## src/rtl/uart_pkg.sv

```systemverilog
// -----------------------------------------------------------------------------
// uart_pkg
// Shared definitions for the UART transmit and receive controllers:
//   - DATA_BITS     : payload width of one UART character (8)
//   - uart_state_e  : frame FSM state encoding (IDLE/START/DATA/PARITY/STOP)
//   - parity_bit()  : parity bit for a character, even or odd
// No ports; import with `import uart_pkg::*;`.
// -----------------------------------------------------------------------------
package uart_pkg;

  localparam int DATA_BITS = 8;

  // Three encodings (5..7) are unused; both controllers recover from them to IDLE.
  typedef enum logic [2:0] {
    ST_IDLE   = 3'd0,
    ST_START  = 3'd1,
    ST_DATA   = 3'd2,
    ST_PARITY = 3'd3,
    ST_STOP   = 3'd4
  } uart_state_e;

  // Even parity makes the total count of ones (data + parity) even, so the
  // parity bit is the XOR of the data. Odd parity is its complement.
  function automatic logic parity_bit(input logic [DATA_BITS-1:0] data,
                                      input logic                 odd);
    return (^data) ^ odd;
  endfunction

endpackage

```

## src/rtl/uart_baud_counter.sv

```systemverilog
// -----------------------------------------------------------------------------
// uart_baud_counter
// Counts clk cycles within one UART bit period. While en_i is high the
// internal clk_cnt runs 0..CLKS_PER_BIT-1 and bit_end_o is high on the last
// cycle of each bit, so the owning FSM advances on the edge that ends the bit.
// While en_i is low the count is held at 0, so the first cycle after enabling
// is always cycle 0 of a fresh bit.
//
// Parameters
//   CLKS_PER_BIT  clk cycles per bit, must be >= 2
// Ports
//   clk        in   system clock
//   reset_n    in   asynchronous, active-low reset
//   en_i       in   count enable (FSM is inside a frame)
//   bit_end_o  out  last cycle of the current bit period
// -----------------------------------------------------------------------------
module uart_baud_counter #(
  parameter int CLKS_PER_BIT = 16
) (
  input  logic clk,
  input  logic reset_n,
  input  logic en_i,
  output logic bit_end_o
);

  localparam int                CNT_W    = $clog2(CLKS_PER_BIT);
  localparam logic [CNT_W-1:0] CNT_LAST = CNT_W'(CLKS_PER_BIT - 1);

  logic [CNT_W-1:0] clk_cnt_q;

  assign bit_end_o = en_i && (clk_cnt_q == CNT_LAST);

  // Wrapping exactly at CNT_LAST keeps the count inside 0..CLKS_PER_BIT-1
  // even when CLKS_PER_BIT is not a power of two.
  always_ff @(posedge clk or negedge reset_n) begin
    if (!reset_n) begin
      // NOTE: state registers use non-blocking (<=) so every flop samples the
      // pre-edge values; blocking here would create order-dependent races.
      clk_cnt_q <= '0;
    end else if (!en_i || bit_end_o) begin
      clk_cnt_q <= '0;
    end else begin
      clk_cnt_q <= clk_cnt_q + CNT_W'(1);
    end
  end

endmodule

```

## src/rtl/uart_tx_controller.sv

```systemverilog
// -----------------------------------------------------------------------------
// uart_tx_controller
// Serialises bytes onto a UART line: start bit (0), 8 data bits LSB-first,
// optional parity bit, then 1 or 2 stop bits (1). The line idles high.
// A one-entry holding register sits between the byte source and the shift
// register, so the next byte can be accepted while the current frame is on
// the line and frames can follow each other with no idle gap.
//
// Parameters
//   CLKS_PER_BIT  clk cycles per line bit, must be >= 2
//   PARITY_EN     1 = insert a parity bit after D7
//   PARITY_ODD    0 = even parity, 1 = odd parity (ignored if PARITY_EN = 0)
//   STOP_BITS     number of stop bits, 1 or 2
// Ports
//   clk          in   system clock
//   reset_n      in   asynchronous, active-low reset
//   i_Tx_Valid   in   byte offered on i_Tx_Byte
//   i_Tx_Byte    in   byte to transmit
//   o_Tx_Ready   out  holding register empty; accept = i_Tx_Valid & o_Tx_Ready
//   o_Tx_Serial  out  serial line, registered, idle high
//   o_Tx_Busy    out  FSM is inside a frame (not IDLE)
//   o_Tx_Done    out  one-cycle pulse after the last stop bit of each frame
// -----------------------------------------------------------------------------
module uart_tx_controller
  import uart_pkg::*;
#(
  parameter int CLKS_PER_BIT = 16,
  parameter int PARITY_EN    = 0,
  parameter int PARITY_ODD   = 0,
  parameter int STOP_BITS    = 1
) (
  input  logic                 clk,
  input  logic                 reset_n,
  input  logic                 i_Tx_Valid,
  input  logic [DATA_BITS-1:0] i_Tx_Byte,
  output logic                 o_Tx_Ready,
  output logic                 o_Tx_Serial,
  output logic                 o_Tx_Busy,
  output logic                 o_Tx_Done
);

  localparam logic [2:0] LAST_DATA_IDX = 3'(DATA_BITS - 1);
  // stop_cnt value in the final stop bit: 0 with one stop bit, 1 with two.
  localparam logic       STOP_LAST     = (STOP_BITS == 2);

  // ---------------------------------------------------------------------------
  // Registers
  // ---------------------------------------------------------------------------
  uart_state_e          state_q;
  logic [DATA_BITS-1:0] shift_q;
  logic [2:0]           bit_idx_q;
  logic                 stop_cnt_q;
  logic                 serial_q;
  logic                 busy_q;
  logic                 done_q;

  logic                 hold_full_q, hold_full_d;
  logic [DATA_BITS-1:0] hold_byte_q, hold_byte_d;

  // ---------------------------------------------------------------------------
  // Bit timing
  // ---------------------------------------------------------------------------
  logic in_frame;
  logic bit_end;

  // Decoded from the state itself rather than busy_q so an illegal encoding
  // never runs the counter.
  assign in_frame = (state_q == ST_START) || (state_q == ST_DATA) ||
                    (state_q == ST_PARITY) || (state_q == ST_STOP);

  uart_baud_counter #(
    .CLKS_PER_BIT (CLKS_PER_BIT)
  ) u_baud (
    .clk       (clk),
    .reset_n   (reset_n),
    .en_i      (in_frame),
    .bit_end_o (bit_end)
  );

  // ---------------------------------------------------------------------------
  // Holding register
  // ---------------------------------------------------------------------------
  logic last_stop_end;
  logic take_byte;
  logic accept;

  assign last_stop_end = (state_q == ST_STOP) && bit_end && (stop_cnt_q == STOP_LAST);

  // The FSM pulls the held byte either from IDLE or straight out of the last
  // stop bit (back-to-back). Both cases must agree with the FSM below.
  assign take_byte = hold_full_q && ((state_q == ST_IDLE) || last_stop_end);

  // Accept only into an empty register: a full register is never overwritten,
  // and a byte cannot enter in the same cycle the old one leaves.
  assign accept = i_Tx_Valid && !hold_full_q;

  always_comb begin
    // NOTE: every signal assigned in always_comb gets a default first, so no
    // path leaves it unassigned and no latch is inferred.
    hold_full_d = hold_full_q;
    hold_byte_d = hold_byte_q;
    if (take_byte) begin
      hold_full_d = 1'b0;
    end else if (accept) begin
      hold_full_d = 1'b1;
      hold_byte_d = i_Tx_Byte;
    end
  end

  always_ff @(posedge clk or negedge reset_n) begin
    if (!reset_n) begin
      hold_full_q <= 1'b0;
    end else begin
      hold_full_q <= hold_full_d;
    end
  end

  // NOTE: the held byte is a data register with no reset: it is only ever read
  // while hold_full_q is set, and hold_full_q is reset.
  always_ff @(posedge clk) begin
    hold_byte_q <= hold_byte_d;
  end

  // ---------------------------------------------------------------------------
  // Frame FSM
  // The line value for a bit is registered on the edge that enters the bit,
  // so o_Tx_Serial changes exactly at bit boundaries and holds for a full
  // CLKS_PER_BIT cycles.
  // ---------------------------------------------------------------------------
  always_ff @(posedge clk or negedge reset_n) begin
    if (!reset_n) begin
      state_q    <= ST_IDLE;
      shift_q    <= '0;
      bit_idx_q  <= '0;
      stop_cnt_q <= 1'b0;
      serial_q   <= 1'b1;
      busy_q     <= 1'b0;
      done_q     <= 1'b0;
    end else begin
      done_q <= 1'b0;

      case (state_q)
        ST_IDLE: begin
          serial_q <= 1'b1;
          busy_q   <= 1'b0;
          if (take_byte) begin
            state_q  <= ST_START;
            shift_q  <= hold_byte_q;
            serial_q <= 1'b0;
            busy_q   <= 1'b1;
          end
        end

        ST_START: begin
          if (bit_end) begin
            state_q   <= ST_DATA;
            bit_idx_q <= '0;
            serial_q  <= shift_q[0];
          end
        end

        ST_DATA: begin
          if (bit_end) begin
            if (bit_idx_q == LAST_DATA_IDX) begin
              if (PARITY_EN != 0) begin
                state_q  <= ST_PARITY;
                serial_q <= parity_bit(shift_q, PARITY_ODD != 0);
              end else begin
                state_q    <= ST_STOP;
                stop_cnt_q <= 1'b0;
                serial_q   <= 1'b1;
              end
            end else begin
              bit_idx_q <= bit_idx_q + 3'd1;
              serial_q  <= shift_q[bit_idx_q + 3'd1];
            end
          end
        end

        ST_PARITY: begin
          if (bit_end) begin
            state_q    <= ST_STOP;
            stop_cnt_q <= 1'b0;
            serial_q   <= 1'b1;
          end
        end

        ST_STOP: begin
          if (bit_end) begin
            if (stop_cnt_q == STOP_LAST) begin
              done_q <= 1'b1;
              if (take_byte) begin
                // Back-to-back: the next start bit follows with no idle cycle.
                state_q  <= ST_START;
                shift_q  <= hold_byte_q;
                serial_q <= 1'b0;
              end else begin
                state_q  <= ST_IDLE;
                busy_q   <= 1'b0;
                serial_q <= 1'b1;
              end
            end else begin
              stop_cnt_q <= 1'b1;
            end
          end
        end

        default: begin
          state_q  <= ST_IDLE;
          busy_q   <= 1'b0;
          serial_q <= 1'b1;
        end
      endcase
    end
  end

  // ---------------------------------------------------------------------------
  // Outputs
  // ---------------------------------------------------------------------------
  assign o_Tx_Ready  = !hold_full_q;
  assign o_Tx_Serial = serial_q;
  assign o_Tx_Busy   = busy_q;
  assign o_Tx_Done   = done_q;

endmodule

```

## config.mk

```make
export PLATFORM = sky130hd
export DESIGN_NAME = uart_tx_controller
export DESIGN_NICKNAME = d
export VERILOG_FILES = /design/src/rtl/uart_pkg.sv /design/src/rtl/uart_baud_counter.sv /design/src/rtl/uart_tx_controller.sv
export SDC_FILE = /design/constraint.sdc
export NUM_CORES = 1
export LEC_CHECK = 0
export BUFFER_PORTS_ARGS = -buffer_cell sky130_fd_sc_hd__buf_4
export CORE_ASPECT_RATIO = 1.5
export CORE_MARGIN = 8
export CORE_UTILIZATION = 40
export DETAILED_ROUTE_END_ITERATION = 7
export PLACE_DENSITY_LB_ADDON = 0.05
export SLEW_MARGIN = 20
export SYNTH_ARGS = -nofsm -noshare
export SYNTH_HDL_FRONTEND = slang
export SYNTH_SLANG_ARGS = --single-unit
export TNS_END_PERCENT = 20
```

## constraint.sdc

```tcl
create_clock -name clk -period 2 [get_ports clk]
set_input_delay 0.3 -clock clk [delete_from_list [all_inputs] [get_ports clk]]
set_output_delay 0.3 -clock clk [all_outputs]
set_load 0.01 [all_outputs]
```

==> results of run 1 <==
sequential cells by signal, indices dropped and copies added (netlist names):
register,count
state_q,3
hold_full_q,1
hold_byte_q,8
shift_q,8
o_Tx_Busy,1
bit_idx_q,3
o_Tx_Serial,1
o_Tx_Done,1
u_baud.clk_cnt_q,4
where the power goes:
part / leakage, nW / switching [mW] / internal, mW
Sequential: 0.339 / 0.153 / 0.835
Clock: 0.0395 / 0.211 / 0.247
Combinational: 0.286 / 0.228 / 0.317
Total: 0.664 / 0.593 / 1.40
path summary, 6_finish.rpt:
kind	slack, ps	to	from
max	140	o_Tx_Serial$_DFFE_PN1P_	bit_idx_q[0]$_DFFE_PN0P_
min	200	hold_byte_q[7]$_DFFE_PP_	i_Tx_Byte[7]
max reg2reg	140	o_Tx_Serial$_DFFE_PN1P_	bit_idx_q[0]$_DFFE_PN0P_
min reg2reg	460	u_baud.clk_cnt_q[0]$_DFF_PN0_	u_baud.clk_cnt_q[0]$_DFF_PN0_
max in group asynchronous	1260	o_Tx_Serial$_DFFE_PN1P_	reset_n
min in group asynchronous	460	state_q[0]$_DFFE_PN0P_	reset_n
cells in the mapped netlist (2+ instances only):
library cell | n | share of area, %
dfrtp_1 | 21 | 41
mux2_2 | 9 | 7.8
nor2_1 | 9 | 2.6
edfxtp_1 | 8 | 19
nand2_1 | 5 | 1.4
o21ai_0 | 5 | 1.9
ha_1 | 3 | 2.9
inv_1 | 3 | 0.87
a21oi_1 | 2 | 0.77
a22oi_1 | 2 | 1.2
clkbuf_1 | 2 | 0.58
mux4_2 | 2 | 3.5
nand3_1 | 2 | 0.77
nor2b_1 | 2 | 0.96
nor4b_1 | 2 | 1.4
xnor2_1 | 2 | 1.4
metal layers:
layer / GRT usage, % / vias to the layer above
met5: 0 / -
met4: 4.38 / 0
met3: 4.69 / 2
met2: 17.7 / 14
met1: 9.59 / 416
li1: - / 391
layout make-up:
type / instances / area [um2] / area share, %
repair buffers: 20 / 153 / 9.71
clock buffers: 8 / 80.1 / 5.09
flip-flops and latches: 30 / 792 / 50.4
well taps: 40 / 50.0 / 3.18
multi-input cells: 60 / 487 / 30.9
inverters: 3 / 11.3 / 0.716
cell families (layout without fill, tap and decap cells):
kind of cell | count (synthesis) | after routing | share of synthesized area [%]
flops | 30 | 30 | 61.0
simple gates | 28 | 28 | 12.2
compound gates | 14 | 14 | 8.29
mux | 12 | 12 | 12.1
buf+inv | 5 | 31 | 1.45
fa+ha+maj | 3 | 3 | 2.89
xor+xnor | 3 | 3 | 2.03
==> summary.md, run 1 <==
| Metric | Value |
|---|---|
| Fin. Hold Viols | `0` |
| Remaining global-route overflow | `0` |
| Post-CTS setup buffers | `0` |
| Placed Cells | `around 150` |
| Seq/Total Area, Yosys | `about three fifths` |
| Async S/R FF share, synth | `approximately 73%` |
| Syn_nets | `109` |
| Setup-failing EPs final | `0` |
| Final Max Slew Viols | `0` |
| Starting DRC count in detailed routing | `21` |
| Mapped Cells | `95` |
| CTS resizes | `0` |
| Met1 wire length | `between 900 and 1000 um` |
| WHS | `197 ps` |
| Status | `finished, final reports clean` |
| Leak Pwr | `between 0.6 and 0.7 nW` |
| Clk root buf | `clkbuf_8` |
| Most frequent cells in the layout | `dfrtp_1 (21), buf_4 (19), nor2_1 (9), mux2_2 (9), edfxtp_1 (8)` |
| Dpl ws | `between 100 and 150 ps` |
| Hold crit path type | `in -> reg` |
| WS Path Type | `reg -> reg` |
| Final core utilization | `50.3%` |
| Synth Area per Inst | `13.7 um2` |
| Initial DRT Pass Iterations | `4` |
| Core area | `~3100 um2` |
| Hold Crit Depth | `1` |
| DR top layer | `met4` |
| Worst reg2reg path depth | `5` |
| Crit start category | `flip-flop` |
| Drt drc | `0` |
| Rows | `25` |
| Final wirelength | `roughly 2300 um` |
| CTS tree | `done` |
| Number of synthesized register bits | `30` |
| Clock Sinks | `30` |
| Worst Max-Slew Pin Slew | `between 400 and 500 ps` |
| Fillers | `a little over 300` |
| Unique masters post-synth | `32` |
| CP top delay family | `multiplexers` |
| Antenna cell count | `0` |
| TritonCTS buffer count | `5` |
| MaxCap Viol Count | `0` |
| Cell area after synthesis | `about 1300 um2` |
| Max Root-Sink Buffers | `2` |
| Initial antenna violation count | `0` |
| Die ar. | `between 5000 and 6000 um2` |
| Buffers added on ports | `14` |
| Routed wl met2 | `roughly 1300 um` |
| Worst-path clk slew | `about 60 ps` |
| RSZ-0062 raised after global routing | `no` |
| Syn. warnings | `0` |
| Via count | `between 800 and 900` |
| CTS HTree Levels | `2` |
| DIE HEIGHT | `between 80 and 90 um` |
| # IOs | `15` |
| Commonest non-fill, non-tap cell in the layout | `dfrtp_1` |
| Fmax | `approximately 540 MHz` |
| Maximum vdd ir drop | `roughly 0.68 mV` |
| Clock latency on the worst-skew pair | `approximately 280 ps` |
| Crit-path cells | `ha_1 > mux4_2 > mux2_2 > o21ai_0 > a2bb2oi_1` |
| Max_slew headroom | `between 60% and 70%` |
| Top FF cell, synth | `dfrtp_1` |
| Crit end category | `flip-flop` |
| Arrival time worst endpoint | `roughly 2100 ps` |
| Crit path buf inv count | `0` |
| Initial Util | `between 40% and 50%` |
| Fin Clk Skew | `between 7 and 8 ps` |
| Die Wd | `around 63 um` |
| Final GP Congestion | `between 0.7 and 0.8` |
| Final ANT Viol Nets | `0` |
| Slowest-stage cell, CP | `mux4_2` |
| Final Cycle Share | `a little over 90%` |
| Slowest stage delay, CP | `~510 ps` |
| Area delta synth->final | `21.2%` |
| Largest net degree at the start of global routing | `23` |
| PwrDens | `1270 nW/um2` |
| Worst setup margin | `~140 ps` |
| Nets | `between 100 and 150` |
| Routed len/inst | `14.4 um` |
| Critical Path Stages | `5` |
| Design area | `between 1500 and 2000 um2` |
| Post-DP HPWL | `1690 um` |
| Tot Pwr | `around 2.0 mW` |
| Cell Count, Final, Fillers Out | `161` |
| Gr usage total | `between 9 and 10%` |
| Final Critical Period | `roughly 1900 ps` |
| Wire length on met3 | `approximately 96 um` |
| Post-synth EDFFs | `8` |
| Fraction of layout cells with a size suffix above 1 | `around a third` |
| Final setup TNS | `0 ps` |
| Vias per cell | `a little over 5` |
| Worst-path maximum fanout | `4` |
| Worst endpoint required time | `2200 ps` |
| Global-route wire length before repair | `approximately 4200 um` |
| Vias in the first global route | `between 800 and 900` |
| Cts hold-fix bufs | `1` |
| DP Area | `roughly 1500 um2` |
(Power assumes the default switching activity.)
==> run 2, diff against run 1 <==
--- a/config.mk
+++ b/config.mk
@@ -15,4 +15,3 @@
 export SYNTH_ARGS = -nofsm -noshare
 export SYNTH_HDL_FRONTEND = slang
 export SYNTH_SLANG_ARGS = --single-unit
-export TNS_END_PERCENT = 20
==> constraint.sdc (replaced) <==
create_clock -name clk -period 1.57 [get_ports clk]
set_input_delay 0.2355 -clock clk [delete_from_list [all_inputs] [get_ports clk]]
set_output_delay 0.2355 -clock clk [all_outputs]
set_load 0.01 [all_outputs]
==> run 2 against run 1 <==
The run now ends with negative setup slack left. Die area unchanged. Highest routed layer unchanged. Sequential share of layout area down 5.0 points. Utilization up 5.5 points. Critical path depth unchanged. First-iteration DRC count down 9.5%.
==> summary.md, run 2 (same netlist as run 1, synthesis figures left out) <==
| Metric | Value |
|---|---|
| Status | `finished with violations` |
| Violated checks | `negative setup slack` |
| PwrDens | `1610 nW/um2 (+27%)` |
| Maximum vdd ir drop | `0.878 mV (+28%)` |
| Final Max Slew Viols | `0 (unchanged)` |
| Beginning of the worst hold path | `i_Tx_Byte[2]` |
| Crit path from | `bit_idx_q[0]$_DFFE_PN0P_` |
| Commonest non-fill, non-tap cell in the layout | `buf_4` |
| DIE HEIGHT | `85.8 um (unchanged)` |
| Fin. Hold Viols | `0 (unchanged)` |
| Cell Int Power | `1.99 mW (+42%)` |
| CTS tree | `done` |
| Via count | `875 (+6.3%)` |
| Fillers | `272 (-11%)` |
| Leak Pwr | `0.743 nW (+12%)` |
| Fin Clk Skew | `4.35 ps (-3.09 ps)` |
| Routed len/inst | `14.9 um (+2.8%)` |
| Post-DP HPWL | `1830 um (+8.6%)` |
| Crit end category | `flip-flop` |
| Global-route wire length before repair | `4200 um (+0.84%)` |
| Max_slew headroom | `80.2% (+11 points)` |
| Fraction of layout cells with a size suffix above 1 | `43.9% (+11 points)` |
| Final Cycle Share | `110% (+17 points)` |
| Seq pwr share | `44.5% (-5.1 points)` |
| CTS HTree Levels | `2 (unchanged)` |
| Final setup TNS | `-407 ps (-407 ps)` |
| Tot Pwr | `2.82 mW (+41%)` |
| RSZ-0062 raised after global routing | `yes` |
| Slowest stage delay, CP | `480 ps (-30 ps)` |
| Initial antenna violation count | `0 (unchanged)` |
| Fmax | `582 MHz (+8.1%)` |
| Hold crit path type | `in -> reg` |
| Worst endpoint required time | `1770 ps (-430 ps)` |
| Largest net degree at the start of global routing | `23 (unchanged)` |
| Worst reg2reg path depth | `5 (unchanged)` |
| Clock share of power | `19.8% (-3.2 points)` |
| Antenna cell count | `0 (unchanged)` |
| Worst-path maximum fanout | `3 (-1)` |
| Remaining global-route overflow | `0 (unchanged)` |
| Starting DRC count in detailed routing | `19 (-9.5%)` |
| Crit-path cells | `ha_4 > mux4_2 > mux2_2 > o21ai_2 > a2bb2oi_1` |
| Clock latency on the worst-skew pair | `270 ps (about the same)` |
| Area delta synth->final | `34.5%` |
| Reg2Reg Setup Slack | `-150 ps (-290 ps)` |
| Sw power | `0.828 mW (+40%)` |
| Placed Cells | `162 (+6.6%)` |
| Final Critical Period | `1720 ps (-140 ps)` |
| Cell Count, Final, Fillers Out | `172 (+6.8%)` |
| Vias per cell | `5.09 (-0.48%)` |
| Crit start category | `flip-flop` |
| Arrival time worst endpoint | `1920 ps (-140 ps)` |
| Gr usage total | `9.94% (-0.019 points)` |
| Comb power frac | `35.8% (+8.4 points)` |
| Nets | `146 (+9.0%)` |
| Sw Share | `29.4% (-0.36 points)` |
| Buffers added on ports | `14 (unchanged)` |
| WS Path Type | `reg -> reg` |
| Worst Max-Slew Pin Slew | `296 ps (-162 ps)` |
| Final core utilization | `55.8% (+5.5 points)` |
| Most frequent cells in the layout | `buf_4 (30), dfrtp_1 (21), nor2_1 (9), mux2_4 (8), edfxtp_1 (8)` |
| Final ANT Viol Nets | `0 (unchanged)` |
| Initial DRT Pass Iterations | `4 (unchanged)` |
| Hold Crit Depth | `1 (unchanged)` |
| Initial Util | `41.5% (unchanged)` |
| TritonCTS buffer count | `5 (unchanged)` |
| Die Wd | `62.5 um (unchanged)` |
| Die ar. | `5360 um2 (unchanged)` |
| Worst-path clk slew | `60 ps (about the same)` |
| Rows | `25 (unchanged)` |
| Final GP Congestion | `0.785 (+7.8%)` |
| Final wirelength | `2560 um (+9.8%)` |
| Max Root-Sink Buffers | `2 (unchanged)` |
| Drt drc | `0 (unchanged)` |
| Worst reg2reg startpoint | `bit_idx_q[0]$_DFFE_PN0P_` |
| Core area | `3130 um2 (unchanged)` |
| Biggest regs | `hold_byte_q (8), shift_q (8), u_baud.clk_cnt_q (4)` |
| Worst setup margin | `-149 ps (-290 ps)` |
| Vias in the first global route | `940 (+6.1%)` |
| Dpl ws | `-148 ps (-279 ps)` |
| # IOs | `15 (unchanged)` |
| Slowest-stage cell, CP | `mux4_2` |
| Clk root buf | `clkbuf_8` |
| Setup-failing EPs final | `9 (+9)` |
| Clock Sinks | `30 (unchanged)` |
| MaxCap Viol Count | `0 (unchanged)` |
==> run 2: cell types whose count changed in the layout (fill, tap and decap cells not counted), sizes merged <==
| cell | change |
|---|---|
| buf | +12 |
| clkbuf | -1 |
==> run 2: repair_timing <==
item,CTS,global route
pin swaps,0,1
hold buffers,1,0
endpoints found under the setup margin,9,12
buffers inserted,1,1
gates resized for setup,10,7
endpoints found under the hold margin,21,0
==> run 2: area by class of cell <==
| cell class | count | area (um2) | share of cell area (%) |
|---|---|---|---|
| Clock buffer | 7 | 76.3 | 4.37 |
| Sequential cell | 30 | 792 | 45.4 |
| Timing Repair Buffer | 32 | 246 | 14.1 |
| Tap cell | 40 | 50.0 | 2.87 |
| Multi-Input combinational cell | 60 | 569 | 32.6 |
| Inverter | 3 | 11.3 | 0.645 |
==> run 2: power by group through the flow <==
stage,combinational (mW),sequential (mW),clock [mW]
global route,1.10,1.28,0.611
CTS,0.995,1.25,0.586
floorplan,0.535,1.22,0
finish,1.01,1.25,0.557
global placement,0.850,1.24,0
detailed placement,0.868,1.25,0
==> run 2: through the flow <==
step,hold WS [ps],area [um2]
final,140,1750
after global routing,124,1750
after CTS,128,1710
after detailed placement,144,1570
after global placement,143,1570
after floorplan,-60.1,1310
==> run 2: worst paths after layout <==
path                                            end
setup / recovery            o_Tx_Serial$_DFFE_PN1P_
max in group asynchronous   o_Tx_Serial$_DFFE_PN1P_
hold reg to reg              shift_q[5]$_DFFE_PN0P_
hold / removal             hold_byte_q[2]$_DFFE_PP_
min in group asynchronous    state_q[0]$_DFFE_PN0P_
setup reg to reg            o_Tx_Serial$_DFFE_PN1P_
==> run 2: worst max-delay path, delay by kind of cell (launching register included) <==
kind                     cells  cell delay [ps]
adder cells (fa/ha/maj)      1              300
multiplexers                 2              760
flip-flops                   1              410
AO/OA/AOI/OAI                2              180
==> run 2: per-layer routing <==
| layer | track usage (%) | vias to the layer above | share of wire (%) |
|---|---|---|---|
| li1 | - | 419 | - |
| met1 | 9.13 | 433 | 38 |
| met2 | 19.0 | 19 | 56 |
| met3 | 3.52 | 4 | 4.5 |
| met4 | 4.38 | 0 | 1.3 |
| met5 | 0 | - | 0 |
==> run 3, diff against run 2 <==
--- a/config.mk
+++ b/config.mk
@@ -6,11 +6,13 @@
 export NUM_CORES = 1
 export LEC_CHECK = 0
 export BUFFER_PORTS_ARGS = -buffer_cell sky130_fd_sc_hd__buf_4
+export CAP_MARGIN = 20
 export CORE_ASPECT_RATIO = 1.5
 export CORE_MARGIN = 8
 export CORE_UTILIZATION = 40
 export DETAILED_ROUTE_END_ITERATION = 7
 export PLACE_DENSITY_LB_ADDON = 0.05
+export SKIP_LAST_GASP = 1
 export SLEW_MARGIN = 20
 export SYNTH_ARGS = -nofsm -noshare
 export SYNTH_HDL_FRONTEND = slang
==> run 3 against run 2 <==
The run still ends with negative setup slack left. Highest routed layer unchanged. Via count shrank 0.57%. Clock skew is essentially flat. Hold slack is essentially flat. First-iteration DRC count grew 21%. Sequential cell count unchanged. Clock power is essentially flat. Sequential share of layout area is 0.23 points higher. Register-to-register slack barely moved. Combinational power is essentially flat. Power is 0.57% lower. Sequential power hardly changed. Cell area down 0.50%.
==> summary.md, run 3 (same netlist as run 1, synthesis figures left out) <==
| Metric | Value |
|---|---|
| Status | `finished with violations` |
| Crit-path cells | `ha_4 > mux4_2 > mux2_2 > o21ai_2 > a2bb2oi_1` |
| Global-route wire length before repair | `4190 um (-0.33%)` |
| Drt drc | `0 (unchanged)` |
| Starting DRC count in detailed routing | `23 (+4)` |
| CTS tree | `done` |
| DP Area | `1570 um2 (unchanged)` |
| Rows | `25 (unchanged)` |
| Buffers added on ports | `14 (unchanged)` |
| Worst setup margin | `-149 ps (-0.328 ps)` |
| Fillers | `275 (+1.1%)` |
| Worst Max-Slew Pin Slew | `296 ps (+0.000238 ps)` |
| Crit start category | `flip-flop` |
| Final setup TNS | `-412 ps (-4.53 ps)` |
| Fin Clk Skew | `4.60 ps (+0.255 ps)` |
| Dpl ws | `-148 ps (unchanged)` |
| Max Root-Sink Buffers | `2 (unchanged)` |
| Die Wd | `62.5 um (unchanged)` |
| TritonCTS buffer count | `5 (unchanged)` |
| Max_slew headroom | `80.2% (unchanged)` |
| Initial Util | `41.5% (unchanged)` |
| Remaining global-route overflow | `0 (unchanged)` |
| Crit end category | `flip-flop` |
| Leak Pwr | `0.738 nW (-0.61%)` |
| Commonest non-fill, non-tap cell in the layout | `buf_4` |
| Fraction of layout cells with a size suffix above 1 | `43.2% (-0.76 points)` |
| Final GP Congestion | `0.785 (unchanged)` |
| Final Max Slew Viols | `0 (unchanged)` |
| Area delta synth->final | `33.8%` |
| Final Critical Period | `1720 ps (+0.328 ps)` |
| Maximum vdd ir drop | `0.879 mV (about the same)` |
| Routed len/inst | `14.7 um (-1.1%)` |
| Nets | `146 (unchanged)` |
| PwrDens | `1610 nW/um2 (about the same)` |
| Worst-path maximum fanout | `3 (unchanged)` |
| Fin. Hold Viols | `0 (unchanged)` |
| Clock Sinks | `30 (unchanged)` |
| Cell Count, Final, Fillers Out | `172 (unchanged)` |
| RSZ-0062 raised after global routing | `yes` |
| Hold crit path type | `in -> reg` |
| WHS | `140 ps (+0.0140 ps)` |
| CTS HTree Levels | `2 (unchanged)` |
| Slowest-stage cell, CP | `mux4_2` |
| Final ANT Viol Nets | `0 (unchanged)` |
| Largest net degree at the start of global routing | `23 (unchanged)` |
| Die ar. | `5360 um2 (unchanged)` |
| # IOs | `15 (unchanged)` |
| DIE HEIGHT | `85.8 um (unchanged)` |
| Biggest regs | `hold_byte_q (8), shift_q (8), u_baud.clk_cnt_q (4)` |
| Violated checks | `negative setup slack` |
| Placed Cells | `162 (unchanged)` |
| WS Path Type | `reg -> reg` |
| MaxCap Viol Count | `0 (unchanged)` |
| Vias per cell | `5.06 (-0.57%)` |
| Worst endpoint required time | `1770 ps (about the same)` |
| Final Cycle Share | `110% (about the same)` |
| Worst-path clk slew | `60 ps (about the same)` |
| Clock latency on the worst-skew pair | `270 ps (about the same)` |
| Core area | `3130 um2 (unchanged)` |
| Arrival time worst endpoint | `1920 ps (about the same)` |
| Slowest stage delay, CP | `480 ps (about the same)` |
| Setup-failing EPs final | `9 (unchanged)` |
| Vias in the first global route | `940 (unchanged)` |
| Final core utilization | `55.5% (-0.28 points)` |
| Initial DRT Pass Iterations | `4 (unchanged)` |
| Antenna cell count | `0 (unchanged)` |
| Post-DP HPWL | `1830 um (unchanged)` |
| Most frequent cells in the layout | `buf_4 (30), dfrtp_1 (21), nor2_1 (9), edfxtp_1 (8), mux2_4 (7)` |
| Clk root buf | `clkbuf_8` |
| Gr usage total | `9.91% (-0.027 points)` |
| Design area | `1740 um2 (-0.50%)` |
| Initial antenna violation count | `0 (unchanged)` |
| Final wirelength | `2530 um (-1.1%)` |
| Fmax | `582 MHz (about the same)` |
| Via count | `870 (-0.57%)` |
| Tot Pwr | `2.80 mW (-0.57%)` |
==> run 3: cell counts in the layout (fill, tap and decap cells not counted) <==
Identical to the previous run, type by type.
==> run 3: final cells by class <==
| cell class | instances | area (um2) | area share, % |
|---|---|---|---|
| clock buffers | 7 | 76.3 | 4.39 |
| inverters | 3 | 11.3 | 0.648 |
| multi-input cells | 60 | 561 | 32.3 |
| flip-flops and latches | 30 | 792 | 45.6 |
| well taps | 40 | 50.0 | 2.88 |
| repair buffers | 32 | 246 | 14.2 |
==> run 3: critical path, delay by kind of cell, from the launching register on <==
kind	cells	cell delay (ps)
compound gates	2	180
flops	1	410
mux	2	760
fa+ha+maj	1	300
==> run 3: worst paths after layout <==
path	from	endpoint	slack [ps]	cells past startpoint
max	bit_idx_q[0]$_DFFE_PN0P_	o_Tx_Serial$_DFFE_PN1P_	-150	5
min	i_Tx_Byte[2]	hold_byte_q[2]$_DFFE_PP_	140	1
max reg2reg	bit_idx_q[0]$_DFFE_PN0P_	o_Tx_Serial$_DFFE_PN1P_	-150	5
min reg2reg	hold_byte_q[4]$_DFFE_PP_	shift_q[4]$_DFFE_PN0P_	480	1
max in group asynchronous	reset_n	o_Tx_Serial$_DFFE_PN1P_	910	2
min in group asynchronous	reset_n	state_q[0]$_DFFE_PN0P_	380	2
==> run 3: timing repair <==
item | CTS | global route
hold buffers | 1 | 0
setup buffers | 1 | 1
hold endpoints to repair | 21 | 0
endpoints found under the setup margin | 9 | 12
pin swaps | 0 | 1
resized for setup | 9 | 6
==> run 3: power breakdown <==
part,internal [mW],total (mW),leakage (nW),switching (mW)
Clock,0.304,0.558,0.0383,0.254
Sequential,1.06,1.25,0.339,0.188
Combinational,0.608,0.990,0.361,0.382
==> run 3: layer usage <==
metal / global-route usage, % / up-vias / wire (um)
met3: 3.52 / 4 / 96
li1: - / 419 / -
met1: 9.05 / 434 / 971
met4: 4.38 / 0 / 35
met5: 0 / - / 0
met2: 19.0 / 13 / 1430
